`src/rtl/prog_counter.sv`:
```
`default_nettype none
// ============================================================================
// Module   : prog_counter
// Purpose  : Programmable timer/sequencer core. Configurable width, prescaler,
//            four counting modes (up-wrap, down-wrap, bounce, one-shot),
//            terminal value, synchronous load and registered event outputs.
// Revision : 1.0 - initial release
// ============================================================================
module prog_counter #(
  parameter int WIDTH   = 16,
  parameter int PRESC_W = 8
) (
  input  logic               clk,
  input  logic               rst,
  input  logic               en,
  input  logic [1:0]         mode,
  input  logic               load,
  input  logic [WIDTH-1:0]   load_val,
  input  logic [WIDTH-1:0]   top,
  input  logic [PRESC_W-1:0] presc,
  output logic [WIDTH-1:0]   count,
  output logic               dir,
  output logic               tc,
  output logic               done
);

  localparam logic [1:0] MODE_UP     = 2'b00;
  localparam logic [1:0] MODE_DOWN   = 2'b01;
  localparam logic [1:0] MODE_BOUNCE = 2'b10;
  localparam logic [1:0] MODE_ONCE   = 2'b11;

  localparam logic [WIDTH-1:0]   CNT_ZERO = '0;
  localparam logic [WIDTH-1:0]   CNT_ONE  = WIDTH'(1);
  localparam logic [PRESC_W-1:0] PS_ZERO  = '0;
  localparam logic [PRESC_W-1:0] PS_ONE   = PRESC_W'(1);

  logic [PRESC_W-1:0] presc_cnt;
  logic [PRESC_W-1:0] presc_nxt;
  logic [WIDTH-1:0]   count_nxt;
  logic               dir_nxt;
  logic               tc_nxt;
  logic               done_nxt;

  logic               tick;
  logic [WIDTH-1:0]   up_val;
  logic [WIDTH-1:0]   dn_val;

  // A tick fires when enabled and the prescaler has reached its divide value.
  assign tick   = en && (presc_cnt == presc);
  assign up_val = count + CNT_ONE;
  assign dn_val = count - CNT_ONE;

  // Next-state computation: load has priority over a tick, otherwise hold.
  // tc defaults to 0 so it only pulses on edges that carry an event.
  always_comb begin
    presc_nxt = presc_cnt;
    count_nxt = count;
    dir_nxt   = dir;
    tc_nxt    = 1'b0;
    done_nxt  = done;

    if (load) begin
      presc_nxt = PS_ZERO;
      count_nxt = load_val;
      done_nxt  = 1'b0;
      dir_nxt   = (mode != MODE_DOWN);
    end else if (en) begin
      presc_nxt = tick ? PS_ZERO : (presc_cnt + PS_ONE);
      if (tick) begin
        case (mode)
          MODE_UP: begin
            dir_nxt = 1'b1;
            if (count >= top) begin
              count_nxt = CNT_ZERO;
              tc_nxt    = 1'b1;
            end else begin
              count_nxt = up_val;
            end
          end

          MODE_DOWN: begin
            dir_nxt = 1'b0;
            if (count == CNT_ZERO) begin
              count_nxt = top;
              tc_nxt    = 1'b1;
            end else begin
              count_nxt = dn_val;
            end
          end

          MODE_BOUNCE: begin
            if (top == CNT_ZERO) begin
              // Degenerate range: pinned at zero, every tick is an event.
              count_nxt = CNT_ZERO;
              tc_nxt    = 1'b1;
            end else if (dir && (count < top)) begin
              count_nxt = up_val;
              if (up_val == top) begin
                dir_nxt = 1'b0;
                tc_nxt  = 1'b1;
              end
            end else if (count != CNT_ZERO) begin
              // Covers normal down-counting and an up-count that found
              // itself at or above top (e.g. after top was lowered).
              count_nxt = dn_val;
              dir_nxt   = 1'b0;
              if (dn_val == CNT_ZERO) begin
                dir_nxt = 1'b1;
                tc_nxt  = 1'b1;
              end
            end else begin
              // Heading down but already at zero (entered from another
              // mode): turn around and start climbing.
              count_nxt = up_val;
              dir_nxt   = 1'b1;
              if (up_val == top) begin
                dir_nxt = 1'b0;
                tc_nxt  = 1'b1;
              end
            end
          end

          MODE_ONCE: begin
            dir_nxt = 1'b1;
            if (!done) begin
              if (count < top) begin
                count_nxt = up_val;
                if (up_val == top) begin
                  done_nxt = 1'b1;
                  tc_nxt   = 1'b1;
                end
              end else begin
                done_nxt = 1'b1;
                tc_nxt   = 1'b1;
              end
            end
          end

          default: begin
            count_nxt = count;
          end
        endcase
      end
    end
  end

  // State register with asynchronous clear of every output and the prescaler.
  always_ff @(posedge clk or posedge rst) begin
    if (rst) begin
      presc_cnt <= PS_ZERO;
      count     <= CNT_ZERO;
      dir       <= 1'b1;
      tc        <= 1'b0;
      done      <= 1'b0;
    end else begin
      presc_cnt <= presc_nxt;
      count     <= count_nxt;
      dir       <= dir_nxt;
      tc        <= tc_nxt;
      done      <= done_nxt;
    end
  end

endmodule
`default_nettype wire

```
`config.mk`:
```
export PLATFORM = sky130hd
export DESIGN_NAME = prog_counter
export DESIGN_NICKNAME = d
export VERILOG_FILES = /design/src/rtl/prog_counter.sv
export SDC_FILE = /design/constraint.sdc
export NUM_CORES = 1
export LEC_CHECK = 0
export ABC_AREA = 1
export BUFFER_PORTS_ARGS = -buffer_cell sky130_fd_sc_hd__buf_2
export CAP_MARGIN = 10
export CORE_UTILIZATION = 53
export DETAILED_ROUTE_END_ITERATION = 8
export GPL_TIMING_DRIVEN = 0
export PLACE_DENSITY = 0.79
export SLEW_MARGIN = 0
export SYNTH_ARGS = -nofsm -noshare
export SYNTH_HDL_FRONTEND = slang
export SYNTH_SLANG_ARGS = --single-unit
export TNS_END_PERCENT = 5
```
`constraint.sdc`:
```
create_clock -name clk -period 2.2 [get_ports clk]
set_clock_uncertainty 0.15 [all_clocks]
set_input_delay 0.22 -clock clk [delete_from_list [all_inputs] [get_ports clk]]
set_output_delay 0.22 -clock clk [all_outputs]
set_load 0.01 [all_outputs]
```
==> metrics.md <==
| Metric | Value |
|---|---|
| Outcome | complete, but fails checks |
| Failing checks | negative setup slack |
| Drt total wl | 17700 um |
| Internal reg-to-reg setup slack | -0.32 ns |
| Pwr dens | 545 nW/um^2 |
| Placed cells | 873 |
| Hold Path Sink | count[2]$_DFFE_PP0P_ |
| Initial drt markers | 643 |
| Overall global routing resource usage | 0.426 |
| Fin crit period | 2.52 ns |
| Reg clk slew, reported paths | 0.11 ns |
| CTS Root Cell | clkbuf_8 |
| Area grow syn2layout | 38.8% |
| Area share of the largest cell type after synthesis | 0.213 |
| # rows | 31 |
| Largest net degree at the start of global routing | 28 |
| Startpoint class of the critical path | register |
| Hold_sp | load_val[2] |
| Sequential area share after synthesis | 0.168 |
| CP Capture Type | register |
| Horiz. Die Dim | 89.1 um |
| # port buffers | 63 |
| Synth Register Bits | 27 |
| Gr ovfl total | 0 |
| Fmax | 397 MHz |
| Final WS setup | -0.321 ns |
| Clock latency at the later pin of the worst-skew pair | 0.30 ns |
| Unrepaired setup endpoints after global routing | yes |
| EDFF count, synth | 0 |
| Vias per cell | 5.99 |
| Top FF cell, synth | dfrtp_1 |
| Total power | 3.04 mW |
| Die area | 7940 um^2 |
| Worst path arrival time | 2.62 ns |
| Pins Over Slew Limit | 0 |
| Final Instance Count excl. Fillers | 926 |
| Chip height | 89.1 um |
| Count leader, synth | nand2_1 |
| Async set-reset flop share out of synthesis | 1.00 |
| Yosys cell types | 39 |
| Final Cycle Share | 1.15 |
| Reg2Reg Capture Point | dir$_DFFE_PP1P_ |
| Largest fanout on the critical path | 6 |
| Final hold violations | 0 |
| Wire per inst | 19.1 um |
| Syn. warnings | 0 |
| Post-DP HPWL | 11600 um |
| Core area | 7290 um^2 |
| WHS Path Cells | 3 |
| Share of cells above drive strength 1 | 0.323 |
| Synth top area cells | nand2_1, dfrtp_1, nor2_1 |
| Worst EP required | 2.30 ns |
| Final setup fails | 19 |
| Initial Util | 0.551 |
| Slew HR | 0.556 |
| CTS tree | built |
| RePlAce Congestion | 1.01 |
| RR Startpoint | count[1]$_DFFE_PP0P_ |
| Mapped cell area | 4020 um^2 |
| Post-Syn Area per Cell | 5.65 um^2 |
| Top cells by count, synth | nand2_1, nor2_1, inv_1 |
| # diodes | 0 |
| Vias post-DR | 5543 |
| Worst Max-Slew Pin Slew | 0.665 ns |
| IO Count | 65 |
| CTS buffer count | 3 |
| First-pass GRT wire length | 24900 um |
| Reg2reg path depth | 15 |
| Pre-antenna DRT Iters | 5 |
| Mapped Cells | 711 |
| Leak Pwr | 2.82 nW |
| Max VDD drop | 0.412 mV |
| Max-cap violations | 0 |
| H-Tree Level Count | 1 |
| Area leader, netlist | nand2_1 |
| Post-DRT Antenna Nets | 0 |
| Worst Setup SP | count[1]$_DFFE_PP0P_ |
| Final #Nets | 899 |
| Vias in the first global route | 4821 |
| Hold crit path type | in2reg |
| Clock Path Buffers | 2 |
| Initial antenna violation count | 0 |
| CTS Sinks | 27 |
| Worst Setup Path Type | reg2reg |
| DR DRC count | 0 |
| Syn Nets | 782 |
## routing by layer
metal	GRT usage	part of all wire
met3	0.132	0.13
met5	0.0195	0
met2	0.672	0.44
met4	0.221	0.057
met1	0.523	0.37
## flip-flops by register name (all words and copies together), names as in the netlist
| signal | count |
|---|---|
| count | 16 |
| dir | 1 |
| done | 1 |
| presc_cnt | 8 |
| tc | 1 |
## cells by family (layout without fill, tap and decap cells)
logic type,Yosys count,count (layout),share of synthesized area
XOR/XNOR,22,22,0.0479
AO/OA/AOI/OAI,82,82,0.114
adder cells (fa/ha/maj),25,25,0.0778
buffers and inverters,106,221,0.104
AND/OR/NAND/NOR,449,450,0.488
flip-flops,27,27,0.168
## worst max path at each step
stage                                 end  slack (ns)  cells past startpoint
finish                    dir$_DFFE_PP1P_       -0.32                     15
global route              dir$_DFFE_PP1P_       -0.58                     15
CTS                  count[3]$_DFFE_PP0P_       -0.12                     17
global placement    count[10]$_DFFE_PP0P_       -0.67                     13
detailed placement   count[1]$_DFFE_PP0P_       -0.71                     13
floorplan            count[8]$_DFFE_PP0P_       0.004                     15
## layout make-up
class	instances	area (um^2)
multi-input cells	579	3460
fillers	560	1720
repair buffers	111	731
flip-flops and latches	27	688
inverters	86	338
plain buffers	20	191
well taps	99	124
clock buffers	3	41.3
clock inverters	1	7.51
## cell usage in the layout (no fill, tap or decap), drive strengths merged
cell type    Yosys  final
inv             86     86
o31ai            1      1
dfrtp           26     26
a21oi           27     27
nor3             8      8
nand2          241    242
o21ai           36     36
nand3           60     60
o211ai           2      2
ha              25     25
xnor2            3      3
a31oi            1      1
nand4           16     16
and2             1      1
o22ai           13     13
nor4b            1      1
clkbuf          10     16
clkinvlp         0      1
dlygate4sd3      0      1
nor3b            1      1
a22oi            1      1
nor2           112    112
nand3b           2      2
buf             10    117
dfstp            1      1
or2              3      3
xor2            19     19
a2bb2oi          1      1
nor4             4      4
## repair_timing
action / CTS / global route
hold buffers: 0 / 1
endpoints found under the setup margin: 19 / 19
hold endpoints to repair: 0 / 8
pin swaps: 31 / 36
resized for setup: 123 / 59
buffers inserted: 22 / 20
cloned: 5 / 0
## stage by stage
step	TNS [ns]	utilization	cell area (um^2)	setup slack, ns	hold WS, ns
2_1_floorplan	0	-	4020	0.00395	0.122
3_3_place_gp	-10.45	0.612	4460	-0.666	0.323
3_5_place_dp	-11.05	0.612	4460	-0.706	0.323
4_1_cts	-1.49	0.710	5180	-0.119	0.0647
5_1_grt	-6.06	0.765	5580	-0.582	0.0605
6_report	-3.43	0.765	5580	-0.321	0.0576
## where the power goes
part           switching [mW]  internal (mW)
Combinational            1.28          0.786
Sequential             0.0842          0.559
Clock                   0.203          0.130
Total                    1.56           1.47
## worst max-delay path: stages, from the launching register on
cell and delay [ns]:
dfrtp_2 0.53, ha_4 0.23, nand2_4 0.06, nor2_4 0.22, nand2_1 0.14, nand2_2 0.14
xor2_1 0.08, nor2_1 0.12, nand2_1 0.10, nor2_4 0.15, nand3_4 0.12, nand3_2 0.09
nand3_2 0.09, nor2_2 0.13, nand2_1 0.06, nand2_1 0.07
No activity file was read; power rests on OpenSTA's default activity.
